[config.mk]
export PLATFORM = sky130hd
export DESIGN_NAME = rf_param
export DESIGN_NICKNAME = d
export VERILOG_FILES = /design/src/rtl/rf_param.sv
export SDC_FILE = /design/constraint.sdc
export NUM_CORES = 1
export LEC_CHECK = 0
export CAP_MARGIN = 20
export CORE_UTILIZATION = 43
export CTS_CLUSTER_SIZE = 25
export DETAILED_ROUTE_END_ITERATION = 7
export GPL_TIMING_DRIVEN = 0
export PLACE_DENSITY = 0.71
export SLEW_MARGIN = 20
export SYNTH_ARGS = -nofsm -noshare
export SYNTH_HDL_FRONTEND = slang
export SYNTH_SLANG_ARGS = --single-unit
[constraint.sdc]
create_clock -name clk -period 4.11 [get_ports clk]
set_input_delay 1.233 -clock clk [delete_from_list [all_inputs] [get_ports clk]]
set_output_delay 1.233 -clock clk [all_outputs]
set_load 0.02 [all_outputs]
[src/rtl/rf_param.sv]
// Parametrised two-read/one-write register file with a clear sweep.
// Optional write-through forwarding enabled by defining RF_BYPASS_EN.
module rf_param #(
   parameter int DATA_W = 16,
   parameter int ADDR_W = 3
) (
   input  logic              clk,
   input  logic              rst_n,
   input  logic              write,
   input  logic [ADDR_W-1:0] writeregsel,
   input  logic [DATA_W-1:0] writedata,
   input  logic [ADDR_W-1:0] read1regsel,
   input  logic [ADDR_W-1:0] read2regsel,
   output logic [DATA_W-1:0] read1data,
   output logic [DATA_W-1:0] read2data,
   input  logic              clr,
   output logic              busy,
   output logic              err
);

   localparam int DEPTH = 2 ** ADDR_W;

   typedef enum logic {
      IDLE,
      CLEAR
   } state_t;

   state_t            state;
   logic [ADDR_W-1:0] cnt;
   logic [DATA_W-1:0] mem [DEPTH];

   logic clr_go;
   logic wr_go;
   logic wr_drop;
   logic last;

   // clr wins over a same-cycle write; anything not accepted is dropped
   assign clr_go  = (state == IDLE) && clr;
   assign wr_go   = (state == IDLE) && write && !clr;
   assign wr_drop = write && !wr_go;
   assign last    = (cnt == ADDR_W'(DEPTH - 1));

   // array, sweep FSM and registered handshake outputs
   always_ff @(posedge clk or negedge rst_n) begin
      if (!rst_n) begin
         for (int i = 0; i < DEPTH; i++) begin
            mem[i] <= '0;
         end
         state <= IDLE;
         cnt   <= '0;
         busy  <= 1'b0;
         err   <= 1'b0;
      end else begin
         err <= wr_drop;
         unique case (state)
            IDLE: begin
               if (clr_go) begin
                  state <= CLEAR;
                  cnt   <= '0;
                  busy  <= 1'b1;
               end else if (wr_go) begin
                  mem[writeregsel] <= writedata;
               end
            end
            CLEAR: begin
               mem[cnt] <= '0;
               cnt      <= cnt + 1'b1;
               if (last) begin
                  state <= IDLE;
                  busy  <= 1'b0;
               end
            end
            default: begin
               state <= IDLE;
               busy  <= 1'b0;
            end
         endcase
      end
   end

`ifdef RF_BYPASS_EN
   logic fwd;

   // forward only writes that will actually land this edge
   assign fwd = wr_go;

   assign read1data = (fwd && (read1regsel == writeregsel)) ?
                      writedata : mem[read1regsel];
   assign read2data = (fwd && (read2regsel == writeregsel)) ?
                      writedata : mem[read2regsel];
`else
   // reads always reflect stored contents
   assign read1data = mem[read1regsel];
   assign read2data = mem[read2regsel];
`endif

endmodule

==> results.md <==
* Worst setup path category: primary input to output pin
* CTS sink count at 134
* # rows at 46
* Worst path cell trace: buf_2 -> buf_12 -> mux4_2 -> mux2_2 -> dlygate4sd2_1
* Post-route insts no fill at 778
* Post-synth design cell area at 0.00696 mm²
* Final ANT Viol Nets at 0
* Vias in the first global route at 5,473
* Top-Level Pins at 63
* Yosys top cell by area: dfrtp_1
* Setup Slack @ Placement at -0.587 ns
* Leak at 3.56 nW
* Ys flop type: dfrtp_1
* Die H at about 130 µm
* TNS Setup at 0 ns
* Slew Limit Fails at 0
* Routability cong. at 0.869
* Critical Path AT at 2.84 ns
* Final setup vio count at 0
* Worst VDD drop at ~380 µV
* Area Overhead vs Synth at 22.4%
* CP Capture Type: output pin
* Fraction of layout cells with a size suffix above 1 at 0.295
* Clk root buf: clkbuf_16
* WL final at 20,800 µm
* Post-synthesis cell count at 474
* Cell Pwr Density at 719 mW/mm²
* Count of flip-flops with a built-in enable after synthesis at 0
* Die width at 129 µm
* Drt initial violations at 504
* Worst-Margin Slew at roughly 0.9 ns
* # diodes at 0
* Core area at 0.0158 mm²
* Hpwl dp at 14,000 µm
* Clock skew at 0.00550 ns
* Hold Crit Class: flip-flop to flip-flop
* Synth area leaders: dfrtp_1 (48%), mux4_2 (21%), o2bb2ai_1 (16%)
* Finished layout cell area at 0.00852 mm²
* Most common cell after layout, fill and taps aside: dfrtp_1
* Synth cell types at 24
* CP Launch Type: primary input
* First-pass GRT wire length at between 30,000 and 40,000 µm
* Syn_area_per_cell at 14.7 µm²
* # Post-CTS Setup Buffers at 0
* Htree depth at 4
* Final hold violation count at 0
* Port bufs at 56
* Placement Cell Area at a little under 0.008 mm²
* Setup ws final at 0.0328 ns
* Clock-pin slew on the worst setup and hold paths at 0.05 ns
* Total number of yosys warnings at 0
* Most frequent cells in the layout: dfrtp_1 (134), o2bb2ai_1 (128), mux4_2 (64), mux2_2 (33), dlygate4sd2_1 (32)
* Ys async rst share at 1.00
* Nets at 582
* Gr usage total at 0.272
* Top fanout value on the critical path at 10
* Initial Utilization at 0.440
* Crit-path slowest cell: mux4_2
* Drt drc at 0
* Vias at 5,130
* Fmax achieved at 245 MHz
* Worst endpoint required time at 2.88 ns
* Sequential-to-total area share from yosys stat at 0.482
* RSZ-0062 raised after global routing: true
* Clock tree buffer depth at 2
* Post-cts sizing count at 67
* Worst rel slew slack at 0.397
* Max-cap violations at 0
* Minimum clock period at approximately 4.1 ns
* Pin count of the biggest net entering global routing at 78
* Fillers at ~1,300
* Placed Cells at 747
* Remaining Overflow, GRT at 0
* Syn Nets at just over 500
* Routed WL per cell at roughly 27 µm
* Crit share post-route at 0.992
* Initial antenna violation count at 0
* Slowest cell delay on critical path at between 0.5 and 0.6 ns
* Clk_lat worst skew at approximately 0.42 ns
* Detailed Routing Iterations Pass 1 at 5
* DIE AREA at 0.0167 mm²
* CTS tree: built
* Num CTS Buffers at 17
* Synthesis-stage register bit count at between 100 and 150
* Final total power at 0.00613 W
* Hold Buf Count CTS at 0
* Status: complete, no violations
* Drt via density at 6.59
* Area fraction of the dominant cell type after synthesis at 0.482
-- state kept, by name, summed over array words and instances, names as in the netlist --
register	flops
busy	1
cnt	3
err	1
mem	128
state	1
-- layout make-up --
cell class / count / area (µm²) / share of cell area
buffer: 57 / 377 / 0.0442
clock buffer: 21 / 460 / 0.0541
clock inverter: 10 / 153 / 0.0179
inverter: 3 / 11.3 / 0.00132
multi-input combinational: 280 / 3340 / 0.392
sequential: 134 / 3350 / 0.394
tap: 216 / 270 / 0.0317
timing repair buffer: 57 / 553 / 0.0649
-- final timing paths --
kind	from	end	slack, ns	cells past startpoint
hold / removal	mem[52]	mem[52]	0.51	1
setup reg to reg	state	mem[118]	1.91	5
hold reg to reg	mem[52]	mem[52]	0.51	1
setup / recovery	read1regsel[2]	read1data[13]	0.03	5
min in group asynchronous	rst_n	mem[71]	0.73	1
max in group asynchronous	rst_n	mem[101]	2.64	2
-- worst max-delay path, delay by kind of cell --
family	cells	cell delay [ns]
mux	2	0.85
buf+inv	3	0.75
-- stage by stage --
stage          hold WS (ns)   util
4_1_cts               0.508  0.538
3_3_place_gp          0.482  0.492
2_1_floorplan         0.467      -
6_report              0.507  0.538
3_5_place_dp          0.493  0.494
5_1_grt               0.526  0.538
-- synth_stat cells, types with 4 or more instances --
cell type,instances
a21oi_1,5
buf_1,15
buf_2,34
clkbuf_1,8
dfrtp_1,134
mux2_2,33
mux4_2,64
nand2b_1,16
nor2_1,4
nor2b_1,4
o211ai_1,6
o2bb2ai_1,128
-- per-layer routing --
layer  GRT usage  vias to the layer above  wire length, µm
met5           0                        -                0
met4       0.104                        0              567
met3      0.0751                       39             1820
met2       0.439                      294            10300
met1       0.350                     2707             8140
li1            -                     2090                -
-- cells by family after synthesis --
logic type | count (synthesis) | share of synthesized area
compound gates | 148 | 0.181
simple gates | 32 | 0.0325
mux | 97 | 0.260
flops | 134 | 0.482
fa+ha+maj | 3 | 0.00539
buf+inv | 60 | 0.0385
-- report_power, final --
part	internal (W)	switching, W	total [W]	leakage [nW]
logic	0.00113	0.00112	0.00225	1.44
registers	0.00184	0.000438	0.00228	1.82
clock network	0.00104	0.000562	0.00160	0.302
total	0.00401	0.00212	0.00613	3.56
Power figures use the tool's default switching activity.
